[config.mk]
export PLATFORM = sky130hd
export DESIGN_NAME = pixel_word_unpacker
export DESIGN_NICKNAME = d
export VERILOG_FILES = /design/src/rtl/pixel_word_unpacker_pkg.sv /design/src/rtl/pixel_index_counter.sv /design/src/rtl/pixel_word_unpacker.sv
export SDC_FILE = /design/constraint.sdc
export NUM_CORES = 1
export LEC_CHECK = 0
export ABC_AREA = 1
export BUFFER_PORTS_ARGS = -buffer_cell sky130_fd_sc_hd__buf_2
export CAP_MARGIN = 40
export CORE_MARGIN = 2
export CORE_UTILIZATION = 40
export CTS_BUF_LIST = sky130_fd_sc_hd__clkbuf_8
export DETAILED_ROUTE_END_ITERATION = 10
export SYNTH_ARGS = -nofsm -noshare
export SYNTH_HDL_FRONTEND = slang
export SYNTH_SLANG_ARGS = --single-unit
[constraint.sdc]
create_clock -name clk -period 1.6 [get_ports clk]
set_input_delay 0.08 -clock clk [delete_from_list [all_inputs] [get_ports clk]]
set_output_delay 0.08 -clock clk [all_outputs]
set_load 0.005 [all_outputs]
[src/rtl/pixel_word_unpacker_pkg.sv]
// Shared types and constants for the 32-bit word to 8-bit pixel unpacker.
// Holds the FSM state enum and the lane-selection helper.
package pixel_word_unpacker_pkg;

    typedef enum logic {
        IDLE,
        EMIT
    } state_t;

    localparam int PIXELS_PER_WORD = 4;
    localparam int PIXEL_W         = 8;
    localparam int WORD_W          = PIXELS_PER_WORD * PIXEL_W;

    // Emission index 0..3 maps to byte lanes 0..3 (LSB first) or 3..0 (MSB first).
    function automatic logic [PIXEL_W-1:0] pick_pixel(
        input logic [WORD_W-1:0] word,
        input logic [1:0]        idx,
        input logic              lsb_first
    );
        logic [1:0] lane;
        lane = lsb_first ? idx : ~idx;
        return word[lane*PIXEL_W +: PIXEL_W];
    endfunction

endpackage

[src/rtl/pixel_index_counter.sv]
// Two-bit byte index for the unpacker: synchronous reset, clear has priority
// over increment.
module pixel_index_counter (
    input  logic       clk,
    input  logic       reset,
    input  logic       clear,
    input  logic       inc,
    output logic [1:0] count
);

    // NOTE: sequential state is written with <= so every register samples
    // pre-edge values and simulation matches the synthesized flops.
    always_ff @(posedge clk) begin
        if (reset) begin
            count <= 2'd0;
        end else if (clear) begin
            count <= 2'd0;
        end else if (inc) begin
            count <= count + 2'd1;
        end
    end

endmodule

[src/rtl/pixel_word_unpacker.sv]
// Accepts a 32-bit word of four pixels and emits them one per transfer, with
// zero-bubble reload of the next word on the final pixel's handshake.
module pixel_word_unpacker
    import pixel_word_unpacker_pkg::*;
#(
    parameter bit LSB_FIRST = 1'b1
) (
    input  logic               clk,
    input  logic               reset,
    input  logic               in_valid,
    input  logic [WORD_W-1:0]  in_word,
    output logic               in_ready,
    output logic               out_valid,
    output logic [PIXEL_W-1:0] out_pixel,
    output logic               out_last,
    input  logic               out_ready
);

    state_t            state;
    logic [WORD_W-1:0] hold;
    logic [1:0]        idx;
    logic              at_last;
    logic              in_xfer;
    logic              out_xfer;

    assign at_last  = (idx == 2'd3);
    assign in_xfer  = in_valid & in_ready;
    assign out_xfer = out_valid & out_ready;

    // In EMIT a new word may only enter as the last pixel leaves.
    always_comb begin
        in_ready  = (state == IDLE) | (out_ready & at_last);
        out_valid = (state == EMIT);
        out_pixel = '0;
        out_last  = 1'b0;
        if (state == EMIT) begin
            out_pixel = pick_pixel(hold, idx, LSB_FIRST);
            out_last  = at_last;
        end
    end

    pixel_index_counter u_index (
        .clk   (clk),
        .reset (reset),
        .clear (in_xfer | (out_xfer & at_last)),
        .inc   (out_xfer & ~at_last),
        .count (idx)
    );

    always_ff @(posedge clk) begin
        if (reset) begin
            state <= IDLE;
            hold  <= '0;
        end else begin
            if (in_xfer) begin
                hold <= in_word;
            end
            case (state)
                IDLE: if (in_xfer) state <= EMIT;
                EMIT: if (out_xfer && at_last && !in_xfer) state <= IDLE;
                default: state <= IDLE;
            endcase
        end
    end

endmodule

==> metrics.txt <==
status=complete, no violations; Hold Fails Final Rpt=0; Die Wd=77.10 um; grt ovf=0; post-route insts no fill=447; Power Total=2.051 mW; max_cap viols=0; syn_area_per_cell=6.437 um2; share of cells above drive strength 1=25.46%; slowest cell delay on critical path=0.34 ns; antenna violations before repair=0; Core Region=5140 um2; cells on worst reg2reg path=7; CP Launch Type=flip-flop; most area-consuming cells after synthesis=dfxtp_1 33%, nand2_1 13%, inv_1 13%; EDFF count, synth=0; Crit path arrival time=1.41 ns; syn_nets=369; vias in the first global route=1903; Min Hold Slack=0.09649 ns; synth unique cells=15; largest area contributor in the netlist=dfxtp_1; Synth Cell Area=2137 um2; I/O pin cnt=47; leakage=1.336 nW; worst path cell trace=ha_1, nand2_1, nand2_4, buf_12, buf_2; maximum vdd drop=0.0003918 V; CP Class=reg2out; cts bufs inserted=5; FMAX=669.1 MHz; area delta synth->final=19.09%; crit-path max FO=14; antenna diode count=0; All-Layer GR Usage=16.60%; WHS Path Cells=5; YS warnings=0; Post-synth top flop=dfxtp_1; row count=26; DR DRC count=0; Final Max Tran Viols=0; clk_skew=0.007265 ns; starting density of the core=41.58%; ANT nets after route=0; DIE HEIGHT=77.10 um; Die ar.=5944 um2; worst slack, placed=0.1987 ns; Synth top area share=32.79%; latest clock arrival within the worst-skew pair=0.29 ns; final WL=4.903 mm; Final period util=93.40%; data required time of the critical path=1.52 ns; largest net degree at the start of global routing=67; wire per inst=10.97 um; clk buf depth=2; worst hold path type=in2reg; flops & latches, synth=35; clock sinks=35; Slew @ Worst Pin=0.3638 ns; fin crit period=1.494 ns; wire length of the first global-routing pass=8.162 mm; Vias per Instance=4.546; post-synthesis instance total=332; Detailed Place HPWL=3.175 mm; Worst Setup End Kind=output pin; RSZ-0062 raised after global routing=no; power per standard cell area=806.1 nW/um2; most numerous cell in the Yosys netlist=nand2_1; Port-buffer cells=46; Setup WS post-layout=0.1055 ns; CTS Root Cell=clkbuf_8; CTS tree=built; fin nets=413; sequential area share after synthesis=32.79%; placer congestion estimate=0.8016; TritonRoute pass-1 iters=5; Async SR Flop Fraction=0%; final setup fails=0; placed cells=433; clk slew on worst S/H paths=0.07 ns; commonest cells in the netlist=74 x nand2_1, 72 x inv_1, 50 x nand3_1; Slew HR=75.75%; setup tns final=0 ns; CP max-delay cell=dfxtp_2; DRC violation total after the first TritonRoute iteration=76; routed vias=2032; H-tree depth reported by CTS=2
==> placed cells by master (no fill, tap or decap), drive strengths merged <==
cell type,n
clkinvlp,2
dlygate4sd3,1
nand2,75
nand3,50
a21oi,41
buf,56
nor2,35
ha,1
clkbuf,6
nand4,1
inv,73
clkinv,1
dfxtp,35
==> per-layer routing <==
layer / vias up / part of all wire, % / track usage (%)
met5: - / 0 / 0
met3: 4 / 4.5 / 4.000
li1: 1089 / - / -
met1: 897 / 48 / 21.65
met4: 0 / 0.86 / 3.750
met2: 42 / 47 / 27.81
==> worst max-delay path, delay by kind of cell (launching register included) <==
| family | cells | cell delay [ns] |
|---|---|---|
| AND/OR/NAND/NOR | 2 | 0.24 |
| flip-flops | 1 | 0.34 |
| buffers and inverters | 2 | 0.30 |
| adder cells (fa/ha/maj) | 1 | 0.24 |
==> repair_timing <==
item / CTS / global route
hold endpoints to repair: 1 / 0
hold buffers: 1 / 0
setup endpoints to repair: 5 / 9
pin swaps: 0 / 0
gates cloned: 0 / 1
gates resized for setup: 2 / 6
buffers inserted: 0 / 4
==> kinds of logic after synthesis <==
| group | count (synthesis) | share of synthesized area, % |
|---|---|---|
| AO/OA/AOI/OAI | 41 | 14.52 |
| AND/OR/NAND/NOR | 161 | 31.44 |
| flip-flops | 35 | 32.79 |
| adder cells (fa/ha/maj) | 1 | 0.5854 |
| buffers and inverters | 94 | 20.67 |
==> worst paths after layout <==
check	slack [ns]	end	start
hold reg to reg	0.49	hold[13]	hold[13]
setup reg to reg	0.15	hold[22]	u_index.count[0]
setup / recovery	0.11	in_ready	u_index.count[0]
hold / removal	0.1	hold[29]	in_word[29]
==> where the power goes <==
group | internal [mW] | switching, mW | leakage (nW)
registers | 0.938 | 0.0459 | 0.290
logic | 0.200 | 0.243 | 1.00
clock network | 0.298 | 0.326 | 0.0453
total | 1.44 | 0.615 | 1.34
==> state kept, by name, indices dropped and copies added, names as in the netlist <==
name,count
u_index.count,2
out_valid,1
hold,32
==> stage by stage <==
step                      util [%]  cell area (um2)
final                        49.51             2545
after floorplan                  -             2137
after global routing         49.51             2545
after CTS                    48.13             2474
after detailed placement     46.11             2370
after global placement       46.11             2370
==> layout make-up <==
type | count | area [um2]
inverters | 73 | 280.3
flip-flops and latches | 35 | 701.9
fillers | 583 | 2595
multi-input cells | 203 | 999.7
well taps | 70 | 87.58
clock inverters | 3 | 16.27
repair buffers | 58 | 390.4
clock buffers | 5 | 68.82
Note: power is estimated with default switching activity, not from simulation.
